<file path="config.mk">
export PLATFORM = sky130hd
export DESIGN_NAME = sd_block_arbiter
export DESIGN_NICKNAME = d
export VERILOG_FILES = /design/src/rtl/sd_block_arbiter.sv
export SDC_FILE = /design/constraint.sdc
export NUM_CORES = 1
export LEC_CHECK = 0
export BUFFER_PORTS_ARGS = -buffer_cell sky130_fd_sc_hd__buf_4
export CORE_ASPECT_RATIO = 1.25
export CORE_UTILIZATION = 45
export CTS_CLUSTER_DIAMETER = 120
export DETAILED_ROUTE_END_ITERATION = 12
export PLACE_DENSITY = 0.75
export SLEW_MARGIN = 20
export SYNTH_ARGS = -nofsm -noshare
export SYNTH_HDL_FRONTEND = slang
export SYNTH_SLANG_ARGS = --single-unit
</file>
<file path="constraint.sdc">
create_clock -name MasterCLK -period 2.4 [get_ports MasterCLK]
set_clock_uncertainty 0.2 [all_clocks]
set_input_delay 0.24 -clock MasterCLK [delete_from_list [all_inputs] [get_ports MasterCLK]]
set_output_delay 0.24 -clock MasterCLK [all_outputs]
set_load 0.005 [all_outputs]
</file>
<file path="src/rtl/sd_block_arbiter.sv">
// sd_block_arbiter: shares one SD SPI block reader between the audio
// streamer (A) and the tile loader (V). One 512-byte block read is granted
// at a time; returned bytes and completion status go to the owner only.
module sd_block_arbiter #(
  parameter int unsigned ADDR_W         = 32,
  parameter int unsigned BLOCK_BYTES    = 512,
  parameter int unsigned TIMEOUT_CYCLES = 65535,
  parameter int unsigned GAP_CYCLES     = 4
) (
  input  logic              MasterCLK,
  input  logic              Reset,
  // audio requester
  input  logic              A_Req,
  input  logic              A_Urgent,
  input  logic [ADDR_W-1:0] A_Addr,
  output logic              A_Grant,
  output logic              A_DataValid,
  output logic              A_Done,
  output logic              A_Err,
  // video requester
  input  logic              V_Req,
  input  logic [ADDR_W-1:0] V_Addr,
  output logic              V_Grant,
  output logic              V_DataValid,
  output logic              V_Done,
  output logic              V_Err,
  // shared byte path
  output logic [7:0]        RdData,
  // SD reader side
  output logic              SD_CmdValid,
  input  logic              SD_CmdReady,
  output logic [ADDR_W-1:0] SD_CmdAddr,
  input  logic              SD_DataValid,
  input  logic [7:0]        SD_Data,
  input  logic              SD_BlockDone,
  output logic              SD_Abort
);

  localparam int unsigned BW = $clog2(BLOCK_BYTES) + 1;
  localparam int unsigned TW = (TIMEOUT_CYCLES > 0) ? $clog2(TIMEOUT_CYCLES + 1) : 1;
  localparam int unsigned GW = (GAP_CYCLES > 0) ? $clog2(GAP_CYCLES + 1) : 1;

  localparam logic [BW-1:0] BLOCK_N    = BW'(BLOCK_BYTES);
  localparam logic [BW-1:0] BLOCK_LAST = BW'(BLOCK_BYTES - 1);
  localparam logic [TW-1:0] TO_N       = TW'(TIMEOUT_CYCLES);
  localparam logic [GW-1:0] GAP_N      = GW'(GAP_CYCLES);

  typedef enum logic [2:0] {
    S_IDLE,
    S_ISSUE,
    S_STREAM,
    S_DONE,
    S_GAP
  } state_t;

  state_t state, state_d;

  logic              owner_v;   // 1: video owns the reader
  logic              prio_v;    // 1: video wins a non-urgent tie
  logic              dv_q;
  logic              err_q;
  logic [7:0]        rd_q;
  logic [ADDR_W-1:0] addr_q;
  logic [BW-1:0]     byte_cnt;
  logic [TW-1:0]     to_cnt;
  logic [GW-1:0]     gap_cnt;

  logic a_wins, v_wins;
  logic start, accept, fwd, abort;
  logic overflow, last_byte, busy;

  // Arbitration: urgent audio first, then lone requester, then round-robin.
  always_comb begin
    a_wins = A_Req & (A_Urgent | ~V_Req | ~prio_v);
    v_wins = V_Req & ~a_wins;
  end

  // Next-state and per-cycle control strobes.
  always_comb begin
    state_d   = state;
    start     = 1'b0;
    accept    = 1'b0;
    fwd       = 1'b0;
    abort     = 1'b0;
    overflow  = SD_DataValid && (byte_cnt == BLOCK_N);
    last_byte = SD_DataValid && (byte_cnt == BLOCK_LAST);
    case (state)
      S_IDLE: begin
        if (A_Req || V_Req) begin
          start   = 1'b1;
          state_d = S_ISSUE;
        end
      end
      S_ISSUE: begin
        if (SD_CmdReady) begin
          accept  = 1'b1;
          state_d = S_STREAM;
        end
      end
      S_STREAM: begin
        fwd = SD_DataValid && !overflow;
        if (overflow) begin
          abort = 1'b1;
        end else if (SD_BlockDone) begin
          if ((!SD_DataValid && byte_cnt == BLOCK_N) || last_byte) begin
            state_d = S_DONE;
          end else begin
            abort = 1'b1;
          end
        end else if (!SD_DataValid && to_cnt <= TW'(1)) begin
          // Counter reaching zero means TIMEOUT_CYCLES idle cycles elapsed.
          abort = 1'b1;
        end
        if (abort) begin
          state_d = S_GAP;
        end
      end
      S_DONE: begin
        state_d = S_GAP;
      end
      S_GAP: begin
        if (gap_cnt <= GW'(1)) begin
          state_d = S_IDLE;
        end
      end
      default: begin
        state_d = S_IDLE;
      end
    endcase
  end

  // State register, ownership latch, byte path and counters.
  always_ff @(posedge MasterCLK or negedge Reset) begin
    if (!Reset) begin
      state    <= S_IDLE;
      owner_v  <= 1'b0;
      prio_v   <= 1'b0;
      dv_q     <= 1'b0;
      err_q    <= 1'b0;
      rd_q     <= '0;
      addr_q   <= '0;
      byte_cnt <= '0;
      to_cnt   <= '0;
      gap_cnt  <= '0;
    end else begin
      state <= state_d;
      dv_q  <= fwd;
      err_q <= abort;
      if (fwd) begin
        rd_q <= SD_Data;
      end
      if (start) begin
        owner_v <= v_wins;
        addr_q  <= v_wins ? V_Addr : A_Addr;
      end
      if (accept) begin
        byte_cnt <= '0;
        to_cnt   <= TO_N;
      end else if (fwd) begin
        byte_cnt <= byte_cnt + BW'(1);
        to_cnt   <= TO_N;
      end else if (state == S_STREAM && to_cnt != '0) begin
        to_cnt <= to_cnt - TW'(1);
      end
      if (state == S_DONE) begin
        prio_v <= ~owner_v;
      end
      if (state != S_GAP && state_d == S_GAP) begin
        gap_cnt <= GAP_N;
      end else if (state == S_GAP && gap_cnt != '0) begin
        gap_cnt <= gap_cnt - GW'(1);
      end
    end
  end

  // Output decode: everything is steered by the registered owner.
  always_comb begin
    busy        = (state == S_ISSUE) || (state == S_STREAM) || (state == S_DONE);
    A_Grant     = busy & ~owner_v;
    V_Grant     = busy & owner_v;
    A_DataValid = dv_q & ~owner_v;
    V_DataValid = dv_q & owner_v;
    A_Done      = (state == S_DONE) & ~owner_v;
    V_Done      = (state == S_DONE) & owner_v;
    A_Err       = err_q & ~owner_v;
    V_Err       = err_q & owner_v;
    SD_Abort    = err_q;
    SD_CmdValid = (state == S_ISSUE);
    SD_CmdAddr  = addr_q;
    RdData      = rd_q;
  end

endmodule
</file>
==> flow_summary.json <==
{
  "synth-seq-cells": 76,
  "clock_latency_ps": 360,
  "clk_pin_slew_ps": 80,
  "ant_nets": 0,
  "cp_num_buf_inv": 2,
  "layout.nets": 644,
  "grt_max_degree": 65,
  "final_area_mm2": 0.00570,
  "startpoint_type": "register",
  "run_status": "complete, no violations",
  "numCtsBuffers": 9,
  "yosys.area.top_type_share_pct": 48.6,
  "grt_use_total_pct": 24.2,
  "fin_crit_sh_pct": 95.3,
  "antenna_found_initial": 0,
  "end_kind": "register",
  "vias": 3607,
  "async_flop_share_pct": 100,
  "clock_path_buffers": 2,
  "syn_inst": 382,
  "hold_viol": 0,
  "area_delta_synth_final_pct": 45.4,
  "cts_tree": "built",
  "postCtsSetupRepairBufs": 0,
  "synth_edf_count": 0,
  "p_leak_nw": 2.52,
  "synth.avg_cell_area_um2": 10.3,
  "ys.flop_type": "dfrtp_1",
  "cp_slowest_stage_delay_ps": 650,
  "final_common_cell": "buf_4",
  "die_w_um": 85.4,
  "grt_overflow": 0,
  "synth-seq-area-share_pct": 48.6,
  "h-tree-depth": 3,
  "place_congestion": 0.886,
  "min_path_type": "in -> reg",
  "grt_pass1_wl_um": 17000,
  "drc": 0,
  "io_buffers": 129,
  "first_iter_violations": 154,
  "crit_type": "reg -> reg",
  "synthTopCellsByArea": "dfrtp_1, mux2i_1, nor2_1",
  "yosys_warnings": 0,
  "report.final.slew_viol_count": 0,
  "core-area_mm2": 0.00833,
  "wl_per_cell_um": 16.0,
  "crit_end": "to_cnt[4]",
  "critPathMaxFanout": 16,
  "drive_gt1_share_pct": 32.8,
  "min_period_ps": 2290,
  "maxSlewHeadroom_pct": 60.1,
  "first_pass_iters": 4,
  "die_y_um": 106,
  "synth_fp_nets": 470,
  "grt_pass1_vias": 3621,
  "synth_area_mm2": 0.00392,
  "r2r_cells": 7,
  "p_per_area_mw_per_mm2": 929,
  "io_pins": 130,
  "path_depth": 7,
  "wirelength_um": 10500,
  "rsz0062_at_grt": "no",
  "start_util_pct": 47.0,
  "r2r_slack_ps": 110,
  "cp.required_ps": 2430,
  "crit_chain": "inv_1, ha_1, or4b_2, nor4_4, buf_6, or3_1, nand3_1",
  "max-vdd-ir-drop_mv": 0.468,
  "cts_root_buffer": "clkbuf_8",
  "r2r-end": "to_cnt[4]",
  "fmax_ghz": 0.437,
  "place_area_mm2": 0.00511,
  "crit_family": "simple AND/OR/NAND/NOR gates",
  "dieArea_mm2": 0.00908,
  "row_count": 37,
  "most-common-layout-cells": "buf_4, dfrtp_1, nor2_1, mux2i_1, dlygate4sd3_1",
  "yosysTopAreaCell": "dfrtp_1",
  "rr_startpoint": "to_cnt[0]",
  "cp_slowest_cell": "or4b_2",
  "crit_arrival_ps": 2320,
  "antenna_cells": 0,
  "tightest_slew_ps": 590,
  "hpwl_um": 7430,
  "setup_viol": 0,
  "setup_tns_ps": 0,
  "vias_per_cell": 5.48,
  "cts_sinks": 76,
  "cp-startpoint": "to_cnt[0]",
  "max_cap_violations": 0,
  "ys_types": 48
}
==> worst min-delay path: stages <==
cell	delay (ps)
buf_4	80
mux2i_1	50
a21oi_1	140
==> cell usage after synthesis, types with 9 or more instances <==
master     n
dfrtp_1   76
nor2_1    51
mux2i_1   36
a21oi_1   33
nand3_1   20
or4_1     12
clkbuf_1  11
or3_1     10
buf_2      9
mux2_2     9
nand2_1    9
==> per-stage QoR <==
step | power, mW | worst slack (ps) | util, % | instances | hold slack (ps)
3_3_place_gp | 4.04 | 195 | 61.3 | 607 | 52.3
3_5_place_dp | 4.15 | 97.9 | 61.3 | 607 | 51.4
4_1_cts | 5.30 | 93.0 | 68.2 | 658 | 0.646
2_1_floorplan | 3.04 | 139 | - | 382 | -256
6_report | 5.29 | 112 | 68.3 | 658 | 3.41
5_1_grt | 5.65 | 20.8 | 68.3 | 658 | 0.942
==> flip-flops by register name (all words and copies together) (netlist names) <==
signal / flops
owner_v: 1
to_cnt: 16
SD_CmdAddr: 32
SD_Abort: 1
state: 3
dv_q: 1
byte_cnt: 10
gap_cnt: 3
RdData: 8
prio_v: 1
==> timing repair <==
action,4_1_cts,5_1_grt
resized for setup,0,2
endpoints found under the setup margin,0,4
endpoints found under the hold margin,61,0
hold buffers,35,0
==> final cells by class <==
type	instances	area [um^2]
clock buffer	10	138
clock inverter	6	87.6
multi-input combinational	278	1930
fill	650	2640
inverter	8	30.0
tap	97	121
sequential	76	1900
timing repair buffer	183	1490
==> routing by layer <==
layer  track usage, %  vias up  routed length [um]
li1                 -     1753                   -
met1             28.3     1690                4270
met2             42.6      144                5300
met3             6.13       20                 765
met4             9.05        0                 202
met5                0        -                   0
==> worst min-delay path by stage <==
stage | from | end | slack [ps] | cells after the start
2_1_floorplan | Reset | RdData[0] | -260 | 0
3_3_place_gp | Reset | SD_CmdAddr[10] | 50 | 1
3_5_place_dp | Reset | SD_CmdAddr[10] | 50 | 1
4_1_cts | V_Addr[7] | SD_CmdAddr[7] | 0.6 | 3
5_1_grt | A_Addr[19] | SD_CmdAddr[19] | 0.9 | 3
6_report | V_Addr[7] | SD_CmdAddr[7] | 3 | 3
==> logic make-up (layout without fill, tap and decap cells) <==
logic type	count (synthesis)	after routing	share of synthesized area, %
buf+inv	28	207	2.97
xor+xnor	8	8	1.79
simple gates	154	154	22.4
flops	76	76	48.6
compound gates	63	63	9.90
fa+ha+maj	8	8	2.56
mux	45	45	11.8
==> power by group <==
group | total, mW | leakage, nW | internal (mW) | switching [mW]
combinational | 2.19 | 1.55 | 1.16 | 1.04
clock | 1.10 | 0.116 | 0.614 | 0.482
sequential | 2.00 | 0.855 | 1.71 | 0.291
total | 5.29 | 2.52 | 3.48 | 1.81
Power figures use the tool's default switching activity.
